==> src/rtl/perip_divider_gen_if.sv <==
// Slave bus bundle shared by the rv32i peripheral cores.
//   d_in  : write data from the bus master
//   cs    : chip select
//   addr  : word address (addr[4:2] of the byte address)
//   rd/wr : read / write strobes, qualified by cs
//   d_out : registered read data from the peripheral
interface perip_divider_gen_if;
    logic [31:0] d_in;
    logic        cs;
    logic [2:0]  addr;
    logic        rd;
    logic        wr;
    logic [31:0] d_out;

    modport master (output d_in, cs, addr, rd, wr, input d_out);
    modport slave  (input d_in, cs, addr, rd, wr, output d_out);
endinterface

==> src/rtl/perip_divider_gen.sv <==
// Memory-mapped iterative integer divider (restoring, one quotient bit per
// clock) with signed/unsigned mode and RISC-V M-extension corner cases.
//   clk  : system clock, rising edge
//   rst  : synchronous active-high reset
//   bus  : slave bus (d_in, cs, addr, rd, wr, d_out)
// Register map (addr[4:2]):
//   0 DVD (W)  1 DVR (W)  2 CTRL (W: bit0 start, bit1 signed)
//   3 STATUS (R: {dbz, busy, done})  4 QUOT (R)  5 REM (R)  6,7 read 0
//
// state | meaning
// IDLE  | waiting for start; divide-by-zero completes here in one edge
// CALC  | one restoring step per cycle, WIDTH cycles
// FIX   | apply result signs, publish QUOT/REM, raise done
module perip_divider_gen #(
    parameter int WIDTH    = 32,
    parameter int clk_freq = 25000000
) (
    input  logic                 clk,
    input  logic                 rst,
    perip_divider_gen_if.slave   bus
);

    localparam int CW = $clog2(WIDTH + 1);

    typedef enum logic [1:0] {
        IDLE = 2'd0,
        CALC = 2'd1,
        FIX  = 2'd2
    } state_t;

    state_t state_q, state_d;

    logic [WIDTH-1:0] dvd_q, dvr_q;
    logic [WIDTH-1:0] quot_q, rem_q;
    logic             mode_q, done_q, busy_q, dbz_q;
    logic [CW-1:0]    cnt_q;

    // working registers of the in-flight operation
    logic [WIDTH-1:0] quo_w, rem_w, dvr_mag;
    logic             neg_q_w, neg_r_w;

    logic             wr_en, rd_en, start_ok;
    logic             load, dbz_start, step, finish;
    logic             sgn_in, dvd_neg_c, dvr_neg_c;
    logic [WIDTH-1:0] dvd_abs, dvr_abs;
    logic [WIDTH:0]   shifted, trial;
    logic             ge;
    logic [WIDTH-1:0] rem_step, quo_step, q_fix, r_fix;
    logic [31:0]      quot_ext, rem_ext, rd_data;

    logic unused_sig;
    assign unused_sig = ^{bus.d_in, (clk_freq != 0)};

    always_ff @(posedge clk) begin
        if (rst) state_q <= IDLE;
        else     state_q <= state_d;
    end

    always_comb begin
        wr_en     = bus.cs & bus.wr;
        rd_en     = bus.cs & bus.rd;
        start_ok  = wr_en && (bus.addr == 3'd2) && bus.d_in[0] && (state_q == IDLE);
        state_d   = state_q;
        load      = 1'b0;
        dbz_start = 1'b0;
        step      = 1'b0;
        finish    = 1'b0;
        case (state_q)
            IDLE: begin
                if (start_ok) begin
                    if (dvr_q == '0) begin
                        dbz_start = 1'b1;
                    end else begin
                        load    = 1'b1;
                        state_d = CALC;
                    end
                end
            end
            CALC: begin
                step = 1'b1;
                if (cnt_q == CW'(1)) state_d = FIX;
            end
            FIX: begin
                finish  = 1'b1;
                state_d = IDLE;
            end
            default: state_d = IDLE;
        endcase
    end

    always_comb begin
        sgn_in    = bus.d_in[1];
        dvd_neg_c = sgn_in & dvd_q[WIDTH-1];
        dvr_neg_c = sgn_in & dvr_q[WIDTH-1];
        dvd_abs   = dvd_neg_c ? (~dvd_q + 1'b1) : dvd_q;
        dvr_abs   = dvr_neg_c ? (~dvr_q + 1'b1) : dvr_q;
        // The shifted partial remainder is below 2*divisor, so the sign bit
        // of the (WIDTH+1)-bit difference is a valid "does not fit" flag.
        shifted   = {rem_w, quo_w[WIDTH-1]};
        trial     = shifted - {1'b0, dvr_mag};
        ge        = ~trial[WIDTH];
        rem_step  = ge ? trial[WIDTH-1:0] : shifted[WIDTH-1:0];
        quo_step  = {quo_w[WIDTH-2:0], ge};
        q_fix     = neg_q_w ? (~quo_w + 1'b1) : quo_w;
        r_fix     = neg_r_w ? (~rem_w + 1'b1) : rem_w;
    end

    always_comb begin
        quot_ext = mode_q ? 32'($signed(quot_q)) : 32'(quot_q);
        rem_ext  = mode_q ? 32'($signed(rem_q))  : 32'(rem_q);
        rd_data  = '0;
        case (bus.addr)
            3'd3:    rd_data = {29'b0, dbz_q, busy_q, done_q};
            3'd4:    rd_data = quot_ext;
            3'd5:    rd_data = rem_ext;
            default: rd_data = '0;
        endcase
    end

    always_ff @(posedge clk) begin
        if (rst) begin
            dvd_q     <= '0;
            dvr_q     <= '0;
            quot_q    <= '0;
            rem_q     <= '0;
            mode_q    <= 1'b0;
            done_q    <= 1'b0;
            busy_q    <= 1'b0;
            dbz_q     <= 1'b0;
            cnt_q     <= '0;
            quo_w     <= '0;
            rem_w     <= '0;
            dvr_mag   <= '0;
            neg_q_w   <= 1'b0;
            neg_r_w   <= 1'b0;
            bus.d_out <= '0;
        end else begin
            if (wr_en && bus.addr == 3'd0) dvd_q <= bus.d_in[WIDTH-1:0];
            if (wr_en && bus.addr == 3'd1) dvr_q <= bus.d_in[WIDTH-1:0];

            if (dbz_start) begin
                mode_q <= sgn_in;
                quot_q <= '1;
                rem_q  <= dvd_q;
                dbz_q  <= 1'b1;
                done_q <= 1'b1;
                busy_q <= 1'b0;
            end

            if (load) begin
                mode_q  <= sgn_in;
                neg_q_w <= dvd_neg_c ^ dvr_neg_c;
                neg_r_w <= dvd_neg_c;
                dvr_mag <= dvr_abs;
                quo_w   <= dvd_abs;
                rem_w   <= '0;
                cnt_q   <= CW'(WIDTH);
                done_q  <= 1'b0;
                dbz_q   <= 1'b0;
                busy_q  <= 1'b1;
            end

            if (step) begin
                quo_w <= quo_step;
                rem_w <= rem_step;
                cnt_q <= cnt_q - 1'b1;
            end

            if (finish) begin
                quot_q <= q_fix;
                rem_q  <= r_fix;
                busy_q <= 1'b0;
                done_q <= 1'b1;
            end

            bus.d_out <= rd_en ? rd_data : 32'd0;
        end
    end

endmodule
==> src/flat_wrapper.sv <==
// flat-port wrapper written by rule: the top's interface ports become plain ports
module perip_divider_gen_flat 
#(
    parameter int WIDTH    = 32,
    parameter int clk_freq = 25000000
)
  (clk, rst, bus_d_in, bus_cs, bus_addr, bus_rd, bus_wr, bus_d_out);
  perip_divider_gen_if bus_i ();
  input  logic clk;
  input  logic rst;
  input wire logic [$bits(bus_i.d_in)-1:0] bus_d_in;
  input wire logic [$bits(bus_i.cs)-1:0] bus_cs;
  input wire logic [$bits(bus_i.addr)-1:0] bus_addr;
  input wire logic [$bits(bus_i.rd)-1:0] bus_rd;
  input wire logic [$bits(bus_i.wr)-1:0] bus_wr;
  output wire logic [$bits(bus_i.d_out)-1:0] bus_d_out;
  assign bus_i.d_in = bus_d_in;
  assign bus_i.cs = bus_cs;
  assign bus_i.addr = bus_addr;
  assign bus_i.rd = bus_rd;
  assign bus_i.wr = bus_wr;
  assign bus_d_out = bus_i.d_out;
  perip_divider_gen #(.WIDTH(WIDTH), .clk_freq(clk_freq)) u_core (.clk(clk), .rst(rst), .bus(bus_i));
endmodule
==> config.mk <==
export PLATFORM = sky130hd
export DESIGN_NAME = perip_divider_gen_flat
export DESIGN_NICKNAME = d
export VERILOG_FILES = /design/src/rtl/perip_divider_gen_if.sv /design/src/rtl/perip_divider_gen.sv /design/src/flat_wrapper.sv
export SDC_FILE = /design/constraint.sdc
export NUM_CORES = 1
export LEC_CHECK = 0
export BUFFER_PORTS_ARGS = -buffer_cell sky130_fd_sc_hd__buf_2
export CORE_ASPECT_RATIO = 0.75
export CORE_MARGIN = 5
export CORE_UTILIZATION = 40
export DETAILED_ROUTE_END_ITERATION = 12
export HOLD_SLACK_MARGIN = 0.02
export PLACE_DENSITY = 0.64
export RECOVER_POWER = 50
export SLEW_MARGIN = 5
export SYNTH_ARGS = -nofsm -noshare
export SYNTH_HDL_FRONTEND = slang
export SYNTH_SLANG_ARGS = --single-unit
export TNS_END_PERCENT = 5
==> constraint.sdc <==
create_clock -name clk -period 5 [get_ports clk]
set_input_delay 0 -clock clk [delete_from_list [all_inputs] [get_ports clk]]
set_output_delay 0 -clock clk [all_outputs]
set_load 0.1 [all_outputs]
Word-level counts from Yosys, hierarchy flattened --
Cells that the tools add are included.
Word-level totals: output and inout port bits 32, input port bits 40, logic and storage cells 92, bits in registers 269
Operators by class: add/sub/neg operators 6, reductions and logical operators 16, bitwise logic cells 11, equality and inequality tests 11, multiplexer cells 33
Operator list (count):
- 32-bit two-way mux | 13
- 32-bit by 1-bit adder with 32-bit output, second input constant | 4
- 32-bit NOT | 4
- 32-bit case mux with 3 select lines | 1
- 33-bit by 32-bit subtractor with 33-bit output | 1
- 32-bit zero test | 1
- 1-bit two-way mux | 13
- 6-bit two-way mux | 2
- 3-bit by 2-bit == test with 1-bit output, second input constant | 2
- 3-bit == test, second input constant | 2
- 6-bit by 1-bit == test with 1-bit output, second input constant | 1
- 2-bit two-way mux | 3
- 2-bit nonzero test | 3
- 2-bit OR reduction | 3
- 6-bit by 1-bit subtractor with 6-bit output, second input constant | 1
- 1-bit logical AND | 5
- 1-bit bitwise AND | 4
- 2-bit by 1-bit inequality test with 1-bit output, second input constant | 2
- 2-bit case mux with 2 select lines | 1
- 3-bit by 1-bit == test with 1-bit output, second input constant | 1
- 3-bit zero test | 1
- 3-bit AND reduction | 1
- 3-bit nonzero test | 1
- 2-bit by 1-bit == test with 1-bit output, second input constant | 1
- other kinds (5) | 6

Depth between registers and ports, before layout --
Gate-level depths: netlist of the first run.
depth after elaboration 9, depth in mapped cells 14, gate-level depth less buffers 13

Worst setup path after synthesis of the first run --
Ideal clock, no wire load.
path type register -> register, start point register u_core.quo_w[31], end point register u_core.rem_w[10], data arrival time 2864 ps, required time 4872 ps, buffers on the path 1, path slack 2008 ps, clock period less this slack 2992 ps, cell stages (with the launch flop) 14, path through dfxtp_1 inv_1 ha_1 fa_1 nand2b_1 a21oi_1 o21ai_1 a22o_1 a21oi_1 a211oi_1 xnor2_1 buf_2 mux2i_1 o21ai_1
On the way: longest elaborated chain between the ends 3
RTL lines:
- start, declared | RTL line perip_divider_gen.sv:39 | logic [WIDTH-1:0] quo_w, rem_w, dvr_mag;
- start signal, assigned | RTL line perip_divider_gen.sv:155 | quo_w <= dvd_abs;
- start signal, assigned | RTL line perip_divider_gen.sv:164 | quo_w <= quo_step;
- 33-bit by 32-bit subtractor with 33-bit output | RTL line perip_divider_gen.sv:100 | trial = shifted - {1'b0, dvr_mag};
- 32-bit two-way mux | RTL line perip_divider_gen.sv:102 | rem_step = ge ? trial[WIDTH-1:0] : shifted[WIDTH-1:0];
- 32-bit two-way mux | RTL line perip_divider_gen.sv:163 | if (step) begin
- end signal, assigned | RTL line perip_divider_gen.sv:165 | rem_w <= rem_step;
- end, declared | RTL line perip_divider_gen.sv:39
Every way passes these cells. A chain may end at the register's enable or synchronous reset.

Worst setup path in the final report of the first run --
start point register u_core.dvr_q[17], end point register u_core.quo_w[0]
On the way: longest elaborated chain between the ends 5
RTL lines:
- start, declared | RTL line perip_divider_gen.sv:33 | logic [WIDTH-1:0] dvd_q, dvr_q;
- start signal, assigned | RTL line perip_divider_gen.sv:139 | if (wr_en && bus.addr == 3'd1) dvr_q <= bus.d_in[WIDTH-1:0];
- 32-bit zero test | RTL line perip_divider_gen.sv:71 | if (dvr_q == '0) begin
- 1-bit two-way mux | RTL line perip_divider_gen.sv:71
- 1-bit two-way mux | RTL line perip_divider_gen.sv:70 | if (start_ok) begin
- 1-bit two-way mux | RTL line perip_divider_gen.sv:68 | case (state_q)
- 2-bit nonzero test (no line)
Every way passes these cells.

==> summary.txt, run 1 <==
Logic synthesis
  – Syn avg cell area: 7.913 µm²
  – EDFF count, synth: 0
  – Area share of the largest cell type after synthesis: a little under two fifths
  – XOR/XNOR Fraction of Synth Area: slightly below 9%
  – Main synth FF type: dfxtp_1
  – Netlist cell types: 66
  – Syn Inst Count: 1,814
  – Syn_nets: 1,893
  – Seq cells post-synth: ~270
  – Combinational family with the most area after synthesis: compound AO/OA/AOI/OAI gates
  – Multiplexer share of the synthesized area: 1.918%
  – Seq/Total Area, Yosys: 37.51%
  – Most area-consuming cells after synthesis: dfxtp_1, nand2_1, a21oi_1
  – Simple-gate share of the synthesized area: 20.06%
  – Cell Area, Synth: 14,360 µm²
  – Yosys warns: 0
  – Yosys top cell by area: dfxtp_1
  – Synth Area in Compound Gates: 22.94%
  – Synth Area in Adders: under 10%
  – Async SR Flop Fraction: 0%

CTS
  – CTS root buffer: clkbuf_16
  – CTS tree: yes
  – Clk pin slew, worst setup/hold paths: 0.07 ns
  – Post-CTS sizing: 0
  – Clock buffer depth: 3
  – Htree depth: 1
  – TritonCTS buffer count: 27
  – Clk_lat worst skew: 0.57 ns
  – CTS sink cnt: around 270

Floorplanning
  – Initial core utilization: 40.26%
  – Die height: 174.1 µm
  – Row count: 60
  – Die area: between 30,000 and 40,000 µm²
  – Core area: 35,660 µm²
  – I/O pin count: around 70
  – Die Span X: between 200 and 250 µm

Power and ir drop
  – Tot Pwr: roughly 4.7 mW
  – Clock power frac: 44.5%
  – Peak supply drop: 280.0 µV
  – Sw power: 1.157 mW
  – Flop pwr share: 46.6%
  – Sw Share: 24.71%
  – Lkg Pwr: 6.137 nW
  – Int Power: 3.526 mW
  – Combinational power share: slightly below 9%
  – Power density cells: 291.1 nW/µm²

Cells and area
  – Fillcell total: 3,541
  – Net total in the final layout: 1,922
  – Commonest non-fill, non-tap cell in the layout: nand2_1
  – Synth-to-Final Area Change: 12.09%
  – Layout Utilization: 45.12%
  – Non-filler cells, final: around 2,300
  – Share of cells above drive strength 1: under 10%
  – Most frequent cells in the layout: nand2_1, dfxtp_1, nor2_1

Critical path
  – Worst setup SP type: register
  – Critical-path cell with the highest stage delay: clkbuf_1
  – R2R Setup Slk: roughly 0.67 ns
  – CP required: 5.48 ns
  – CP peak stage delay: a little over 0.7 ns
  – WS Path Type: register to register
  – Worst EP arrival: just under 5 ns
  – CP most frequent cell: or3_1
  – Crit-path cells: or3_1 > or3_1 > or4_1 > nor3_1 > nand2_1 > and2_1 > clkbuf_1 > nor2_8 > a22oi_1 > a21oi_1
  – Setup crit end kind: register
  – Crit path max fanout: 32

Outcome
  – Failing checks: capacitance limit, slew limit
  – Status: finished, violations left

Placed design
  – Final GP Congestion: around 0.93
  – Placed cell count: around 2,200
  – Worst slack, placed: approximately 1.1 ns
  – I/O Buffers: slightly above 70
  – DP HPWL: 33,720 µm

GRT
  – Largest net degree at the start of global routing: 124
  – Tot GR Track Use: 21.99%
  – Initial antenna violation count: 2
  – GR Overflow Total: 0
  – Vias in the first global route: 11,966
  – First-pass GRT wire length: 70,390 µm

Routing
  – Antenna-violating nets left: 0
  – Via count of the routed design: 13,405
  – Routed wire length: ~46,000 µm
  – Vias per cell: 5.761
  – Wire per inst: approximately 20 µm
  – Number of remaining DRC errors: 0
  – Drt initial violations: 1,233
  – First-pass detailed-route iteration total: 6

STA
  – Final setup vio count: 0
  – Min Tclk post-route: 4.332 ns
  – RSZ-0062 raised after global routing: no
  – Final Hold Fails: 0
  – Fin Setup TNS: 0 ns
  – Final count of pins violating max slew: roughly 140
  – Setup WS post-layout: 0.6683 ns
  – Slew @ Worst Pin: between 3 and 4 ns
  – Final period util: 86.63%
  – Setup Skew: 0.02798 ns
  – Max-slew headroom: -106.7%
  – Fmax: 230.9 MHz

Worst hold path
  – Hold WC Path Type: primary input to register

Run
  – Max cap viols: 4
worst paths after layout:
check                           end  cells after the start               from
setup / recovery    u_core.quo_w[0]                     10   u_core.dvr_q[17]
hold / removal     u_core.dvr_q[17]                      2                rst
setup reg to reg    u_core.quo_w[0]                     10   u_core.dvr_q[17]
hold reg to reg   u_core.rem_ext[0]                      2  u_core.rem_ext[0]
power groups by stage:
stage | combinational (mW) | clock, mW | sequential [mW]
finish | 0.417 | 2.09 | 2.18
detailed placement | 0.393 | 0 | 2.23
CTS | 0.414 | 2.11 | 2.18
global route | 0.454 | 2.21 | 2.18
global placement | 0.393 | 0 | 2.23
floorplan | 0.294 | 0 | 2.22
final cells by class:
| class | count | area, µm² | share of cell area [%] |
|---|---|---|---|
| multi-input combinational | 1365 | 8222 | 51.10 |
| sequential | 269 | 5385 | 33.47 |
| timing repair buffer | 121 | 783.3 | 4.868 |
| clock buffer | 35 | 745.7 | 4.635 |
| tap | 465 | 581.8 | 3.616 |
| inverter | 59 | 221.5 | 1.376 |
| clock inverter | 12 | 148.9 | 0.9254 |
| antenna | 1 | 2.502 | 0.01555 |
synth_stat cells (21+ instances only):
cell type and count:
a22oi_1 43, a211oi_1 44, nor3_1 43, o31ai_1 24, ha_1 38, xor2_1 70
dfxtp_1 269, o21ai_0 65, clkbuf_1 96, o22ai_1 21, nand2_1 278, a21oi_1 168
a221oi_1 30, mux2i_1 23, inv_1 59, xnor2_1 76, nor2_1 204
registers in the layout (all words and copies together), names as in the netlist, 2 cells and up:
register and cells:
u_core.state_q 2, u_core.dvd_q 32, u_core.dvr_mag 32, u_core.cnt_q 6, u_core.bus.d_out 32, u_core.rem_ext 32
u_core.dvr_q 32, u_core.quot_ext 32, u_core.rem_w 32, u_core.quo_w 32
critical path, delay by kind of cell (launching register included):
family	cells	cell delay [ns]
compound gates	2	0.34
simple gates	7	2.85
buf+inv	1	0.71
flops	1	0.33
logic make-up after synthesis:
family	after synthesis
adder cells (fa/ha/maj)	39
AO/OA/AOI/OAI	508
buffers and inverters	180
multiplexers	27
AND/OR/NAND/NOR	645
flip-flops	269
XOR/XNOR	146
through the flow:
step	cell area, µm²	hold WS (ns)
2_1_floorplan	14360	0.1360
3_3_place_gp	14950	0.2612
4_1_cts	16170	0.03966
6_report	16090	0.05017
5_1_grt	16090	0.06595
3_5_place_dp	14950	0.2614
metal layers:
layer / vias up / track usage [%] / wire length (µm)
li1: 6448 / - / -
met1: 6393 / 34.32 / 22560
met2: 504 / 29.23 / 17650
met3: 58 / 7.185 / 5164
met4: 2 / 4.031 / 738
met5: - / 0 / 13
what timing repair did:
item	4_1_cts	5_1_grt
hold buffers	33	0
buffers inserted	0	0
endpoints found under the hold margin	69	0
(Power assumes the default switching activity.)
==> run 2, diff against run 1 <==
Settings changed: ABC_CLOCK_PERIOD_IN_PS from default to 5000, CELL_PAD_IN_SITES_DETAIL_PLACEMENT from default to 1, CELL_PAD_IN_SITES_GLOBAL_PLACEMENT from default to 1, HOLD_SLACK_MARGIN 0.02 to 0.12, PLACE_DENSITY 0.64 to 0.79.
==> summary.txt, run 2 (synthesized netlist as in run 1, its figures left out) <==
STA
  – Setup Skew: 0.01470 ns (-0.01328 ns)
  – Final period util: 83.56% (-3.1 points)
  – Final setup vio count: 0 (unchanged)
  – RSZ-0062 raised after global routing: no
  – Final hold slack: 0.2547 ns (+0.2045 ns)
  – Slew @ Worst Pin: 2.919 ns (-0.1489 ns)
  – Final Hold Fails: 0 (unchanged)
  – Fin Setup TNS: 0 ns (unchanged)
  – Fmax: 239.3 MHz (+3.7%)
  – Min Tclk post-route: 4.178 ns (-0.1535 ns)
  – Max-slew headroom: -94.63% (+12 points)
  – Final count of pins violating max slew: 132 (-7.0%)

CTS
  – CTS sink cnt: 269 (unchanged)
  – Htree depth: 1 (unchanged)
  – CTS tree: yes
  – Post-CTS Setup Repair Bufs: 0 (unchanged)
  – Clk_lat worst skew: 0.57 ns (about the same)
  – Clock buffer depth: 3 (unchanged)
  – CTS root buffer: clkbuf_16
  – Clk pin slew, worst setup/hold paths: 0.06 ns (about the same)
  – TritonCTS buffer count: 29 (+7.4%)

Routing
  – Antenna-violating nets left: 0 (unchanged)
  – Number of remaining DRC errors: 0 (unchanged)
  – Drt initial violations: 1,050 (-15%)
  – Wire per inst: 21.81 µm (+10%)
  – First-pass detailed-route iteration total: 5 (-1)
  – Routed wire length: 50,950 µm (+10%)
  – Via count of the routed design: 13,617 (+1.6%)
  – Vias per cell: 5.829 (+1.2%)

Placed design
  – DP HPWL: 36,990 µm (+9.7%)
  – Post-DP Area: 14,980 µm² (+0.20%)
  – Final GP Congestion: 0.8646 (-7.1%)
  – I/O Buffers: 71 (unchanged)

Critical path
  – Worst-case reg-to-reg path depth: 9 (-1)
  – CP required: 5.35 ns (-0.13 ns)
  – WS Path Type: primary input to register
  – Worst R2R Start: u_core.dvr_q[2]
  – Crit path max fanout: 65 (+100%)
  – Setup crit end: u_core.bus.d_out[27]
  – Worst setup SP type: primary input
  – R2R Setup Slk: 0.84 ns (+0.17 ns)
  – Setup crit end kind: register
  – RR Endpoint: u_core.quo_w[24]
  – Worst EP arrival: 4.53 ns (-0.28 ns)
  – Critical path launch point: rst

Floorplanning
  – Row count: 60 (unchanged)
  – I/O pin count: 72 (unchanged)
  – Die Span X: 228.7 µm (unchanged)
  – Core area: 35,660 µm² (unchanged)
  – Die area: 39,820 µm² (unchanged)
  – Initial core utilization: 40.26% (unchanged)
  – Die height: 174.1 µm (unchanged)

Cells and area
  – Fillcell total: 4,303 (+22%)
  – Commonest non-fill, non-tap cell in the layout: nand2_1
  – N_diodes: 0 (-1)
  – Most frequent cells in the layout: nand2_1, dfxtp_1, nor2_1
  – Synth-to-Final Area Change: 12.85%
  – Net total in the final layout: 1,931 (+0.47%)
  – Share of cells above drive strength 1: 7.162% (+0.39 points)
  – Post-route design area: 16,200 µm² (+0.68%)

GRT
  – Largest net degree at the start of global routing: 106 (-15%)
  – First-pass GRT wire length: 78,470 µm (+11%)
  – Tot GR Track Use: 24.54% (+2.6 points)
  – Initial antenna violation count: 1 (-1)
  – GR Overflow Total: 0 (unchanged)
  – Vias in the first global route: 13,636 (+14%)

Power and ir drop
  – Peak supply drop: 221.9 µV (-21%)
  – Tot Pwr: 4.791 mW (+2.3%)
  – Lkg Pwr: 6.185 nW (+0.78%)
  – Power density cells: 295.8 nW/µm² (+1.6%)

Outcome
  – Failing checks: capacitance limit, slew limit
  – Status: finished, violations left

Worst hold path
  – Hold WC Path Type: primary input to register

Run
  – Max cap viols: 3 (-1)
run 2: cell types whose count changed in the layout (fill, tap and decap cells not counted), moves of 2 or more:
cell | before | now
dlygate4sd3_1 | 33 | 36
clkinv_2 | 5 | 7
or3_4 | 0 | 2
or3_1 | 21 | 19
buf_4 | 14 | 19
clkbuf_16 | 27 | 29
run 2: area by class of cell:
cell class | instances | area [µm²] | area share (%)
clock inverter | 12 | 141.4 | 0.8728
sequential | 269 | 5385 | 33.24
inverter | 59 | 221.5 | 1.367
tap | 465 | 581.8 | 3.592
multi-input combinational | 1365 | 8233 | 50.82
timing repair buffer | 128 | 847.1 | 5.229
clock buffer | 38 | 789.5 | 4.874
run 2: power breakdown:
| part | total (mW) | switching (mW) | internal (mW) |
|---|---|---|---|
| registers | 2.18 | 0.0224 | 2.16 |
| logic | 0.435 | 0.269 | 0.166 |
| clock network | 2.17 | 0.917 | 1.26 |
| total | 4.79 | 1.21 | 3.58 |
run 2: worst max-delay path, cell delays in order:
cell	delay [ns]
dlygate4sd3_1	0.58
buf_6	0.34
clkbuf_1	2.11
nor2_1	0.13
o21ai_1	1.12
nor2_1	0.21
run 2: metal layers:
| layer | vias to the layer above | track usage [%] | part of all wire (%) |
|---|---|---|---|
| met2 | 382 | 36.73 | 42 |
| met5 | - | 0 | 0 |
| li1 | 6459 | - | - |
| met1 | 6709 | 36.42 | 49 |
| met4 | 0 | 5.064 | 2.1 |
| met3 | 67 | 5.274 | 7.8 |
run 2: worst min path at each step:
| stage | from | to | slack [ns] | depth (start not counted) |
|---|---|---|---|---|
| global route | bus_d_in[8] | u_core.dvd_q[8] | 0.26 | 4 |
| floorplan | bus_d_in[12] | u_core.dvr_q[12] | 0.14 | 2 |
| finish | bus_d_in[29] | u_core.dvd_q[29] | 0.25 | 4 |
| CTS | bus_d_in[23] | u_core.dvd_q[23] | 0.22 | 4 |
| global placement | bus_d_in[8] | u_core.dvr_q[8] | 0.26 | 3 |
| detailed placement | bus_d_in[29] | u_core.dvr_q[29] | 0.27 | 3 |
run 2: timing repair:
item	CTS	global route
gates resized for setup	0	0
hold buffers	36	0
endpoints found under the hold margin	106	0
run 2: stage by stage:
| stage | std cells | setup WS (ns) | utilization (%) |
|---|---|---|---|
| after floorplan | 1814 | 2.008 | - |
| after global placement | 2250 | 1.256 | 42.00 |
| after detailed placement | 2250 | 1.061 | 42.00 |
| after CTS | 2336 | 1.044 | 45.62 |
| after global routing | 2336 | 0.3725 | 45.43 |
| final | 2336 | 0.8218 | 45.43 |
==> run 3, diff against run 2 <==
Settings changed: ABC_AREA from default to 1, ABC_CLOCK_PERIOD_IN_PS 5000 to 4200, PLACE_DENSITY 0.79 to 0.82.
Clock period 5 ns to 4.2 ns, I/O delays scaled along.
==> summary.txt, run 3 <==
Outcome
  – Status: finished, violations left
  – Failing checks: capacitance limit, slew limit

Logic synthesis
  – Top cells by count, synth: nand2_1, inv_1, dfxtp_1
  – Yosys top cell by area: dfxtp_1
  – Top-count cell post-synth: nand2_1
  – Cell Area, Synth: 16,360 µm² (+14%)
  – Syn_nets: 2,688 (+42%)
  – Syn avg cell area: 6.269 µm² (-21%)
  – Seq/Total Area, Yosys: 32.92% (-4.6 points)
  – Most area-consuming cells after synthesis: dfxtp_1, nand2_1, inv_1
  – Area share of the largest cell type after synthesis: 32.92% (-4.6 points)
  – Main synth FF type: dfxtp_1
  – Async SR Flop Fraction: 0% (unchanged)
  – Seq cells post-synth: 269 (unchanged)
  – Netlist cell types: 50 (-24%)
  – EDFF count, synth: 0 (unchanged)
  – Yosys warns: 0 (unchanged)
  – Syn Inst Count: 2,609 (+44%)

Critical path
  – WS Path Type: register to register
  – CP required: 4.65 ns (-0.70 ns)
  – Worst-case reg-to-reg path depth: 10 (+1)
  – Worst setup SP type: register
  – Crit path max fanout: 19 (-71%)
  – Worst EP arrival: 4.13 ns (-0.40 ns)
  – Setup crit end kind: register

GRT
  – GR Overflow Total: 0 (unchanged)
  – Vias in the first global route: 17,903 (+31%)
  – Largest net degree at the start of global routing: 89 (-16%)
  – Tot GR Track Use: 29.39% (+4.9 points)
  – First-pass GRT wire length: 105,300 µm (+34%)
  – Initial antenna violation count: 2 (+1)

Floorplanning
  – Row count: 64 (+6.7%)
  – Die area: 45,080 µm² (+13%)
  – Initial core utilization: 40.29% (about the same)
  – I/O pin count: 72 (unchanged)
  – Core area: 40,600 µm² (+14%)
  – Die height: 185.1 µm (+6.4%)
  – Die Span X: 243.5 µm (+6.5%)

Routing
  – Antenna-violating nets left: 0 (unchanged)
  – Vias per cell: 5.695 (-2.3%)
  – Via count of the routed design: 18,234 (+34%)
  – Wire per inst: 21.41 µm (-1.8%)
  – Number of remaining DRC errors: 0 (unchanged)
  – Routed wire length: 68,560 µm (+35%)
  – Drt initial violations: 1,660 (+58%)
  – First-pass detailed-route iteration total: 5 (unchanged)

Power and ir drop
  – Flop pwr share: 41.0% (-4.5 points)
  – Sw power: 1.964 mW (+63%)
  – Clock power frac: 40.6% (-4.8 points)
  – Power density cells: 348.2 nW/µm² (+18%)
  – Sw Share: 30.86% (+5.6 points)
  – Int Power: 4.399 mW (+23%)
  – Combinational power share: 18.4% (+9.3 points)
  – Lkg Pwr: 8.447 nW (+37%)
  – Peak supply drop: 276.8 µV (+25%)

STA
  – Slew @ Worst Pin: 2.584 ns (-0.3353 ns)
  – Fin Setup TNS: 0 ns (unchanged)
  – Setup Skew: 0.01318 ns (-0.001514 ns)
  – Final setup vio count: 0 (unchanged)
  – RSZ-0062 raised after global routing: no
  – Final Hold Fails: 0 (unchanged)
  – Final count of pins violating max slew: 262 (+98%)
  – Min Tclk post-route: roughly 3.7 ns
  – Final period util: 87.52%
  – Fmax: 272.1 MHz
  – Max-slew headroom: -72.27% (+22 points)
  – Setup WS post-layout: 0.5242 ns (-0.2976 ns)

Cells and area
  – Synth-to-Final Area Change: 11.72%
  – Commonest non-fill, non-tap cell in the layout: nand2_1
  – Fillcell total: 5,416 (+26%)
  – Share of cells above drive strength 1: 5.238% (-1.9 points)
  – Net total in the final layout: 2,735 (+42%)
  – Most frequent cells in the layout: nand2_1, inv_1, dfxtp_1
  – Layout Utilization: 45.01% (-0.42 points)

Worst hold path
  – Hold WC Path Type: primary input to register
  – Worst hold path depth: 4 (unchanged)

CTS
  – CTS tree: yes
  – CTS root buffer: clkbuf_16
  – Clk pin slew, worst setup/hold paths: 0.07 ns (about the same)
  – Clock buffer depth: 3 (unchanged)
  – TritonCTS buffer count: 28 (-3.4%)
  – Htree depth: 1 (unchanged)
  – Clk_lat worst skew: 0.56 ns (about the same)
  – CTS sink cnt: 269 (unchanged)

Placed design
  – I/O Buffers: 71 (unchanged)
  – Final GP Congestion: 0.9600 (+11%)
  – DP HPWL: 51,410 µm (+39%)
  – Worst slack, placed: 1.160 ns (+0.09908 ns)

Run
  – Max cap viols: 4 (+1)
[run 3: cell count changes after synthesis, moves of 44 or more]
| cell | delta |
|---|---|
| inv_1 | +292 |
| nand3_1 | +246 |
| a211oi_1 | -44 |
| a21oi_1 | +60 |
| nand2_1 | +384 |
| o21ai_0 | +167 |
| xnor2_1 | -61 |
[run 3: worst max-delay path, stage by stage (launching register included)]
cell and delay [ns]:
dfxtp_1 0.32, inv_1 0.10, ha_1 0.27, nand4_1 0.23, nor2_4 0.19, nand2_2 0.09, o21ai_0 0.68, clkbuf_1 1.03
o21ai_0 0.32, o21ai_0 0.27, inv_1 0.06
[run 3: through the flow]
stage	cells	hold WS [ns]	area (µm²)	power (mW)
2_1_floorplan	2609	0.1667	16360	3.431
3_3_place_gp	3115	0.2892	17040	3.728
3_5_place_dp	3115	0.2976	17040	3.764
4_1_cts	3201	0.2440	18350	6.360
5_1_grt	3201	0.3275	18270	6.617
6_report	3202	0.3117	18270	6.363
[run 3: power groups by stage]
stage / logic, mW / clock network, mW / registers, mW
4_1_cts: 1.13 / 2.62 / 2.61
3_3_place_gp: 1.06 / 0 / 2.66
3_5_place_dp: 1.10 / 0 / 2.67
5_1_grt: 1.28 / 2.72 / 2.61
2_1_floorplan: 0.777 / 0 / 2.65
6_report: 1.17 / 2.58 / 2.61
[run 3: what timing repair did]
item                                   4_1_cts  5_1_grt
hold buffers                                39        0
gates resized for setup                      0        0
endpoints found under the hold margin      112        0
setup buffers                                0        0
[run 3: metal layers]
| layer | global-route usage, % | routed length, µm | vias up |
|---|---|---|---|
| li1 | - | - | 8556 |
| met2 | 45.44 | 29160 | 691 |
| met5 | 0 | 0 | - |
| met4 | 4.895 | 1234 | 0 |
| met3 | 4.862 | 5744 | 85 |
| met1 | 43.92 | 32420 | 8902 |
[run 3: logic make-up (layout without fill, tap and decap cells)]
| family | after synthesis | after routing | synth area share (%) |
|---|---|---|---|
| AOI/OAI and AO/OA | 550 | 550 | 17.96 |
| xor gates and xnor gates | 47 | 47 | 2.517 |
| adders and majority gates | 39 | 39 | 3.029 |
| buffers and inverters | 474 | 538 | 11.55 |
| DFF | 269 | 269 | 32.92 |
| other | 0 | 1 | 0 |
| and+or+nand+nor | 1230 | 1230 | 32.02 |
[run 3: area by class of cell]
type	count	area (µm²)	share of cell area [%]
antenna	1	2.502	0.01369
multi-input combinational	1866	9092	49.76
inverter	359	1348	7.374
clock inverter	13	147.6	0.8079
timing repair buffer	132	863.3	4.724
clock buffer	34	774.5	4.238
sequential	269	5385	29.47
tap	528	660.6	3.615
[run 3: worst paths after layout]
path | from | end | slack (ns)
worst min register to register | u_core.rem_ext[6] | u_core.bus.d_out[6] | 0.46
worst max-delay path | u_core.dvr_q[0] | u_core.quo_w[13] | 0.52
worst max register to register | u_core.dvr_q[0] | u_core.quo_w[13] | 0.52
worst min-delay path | bus_d_in[18] | u_core.dvd_q[18] | 0.31
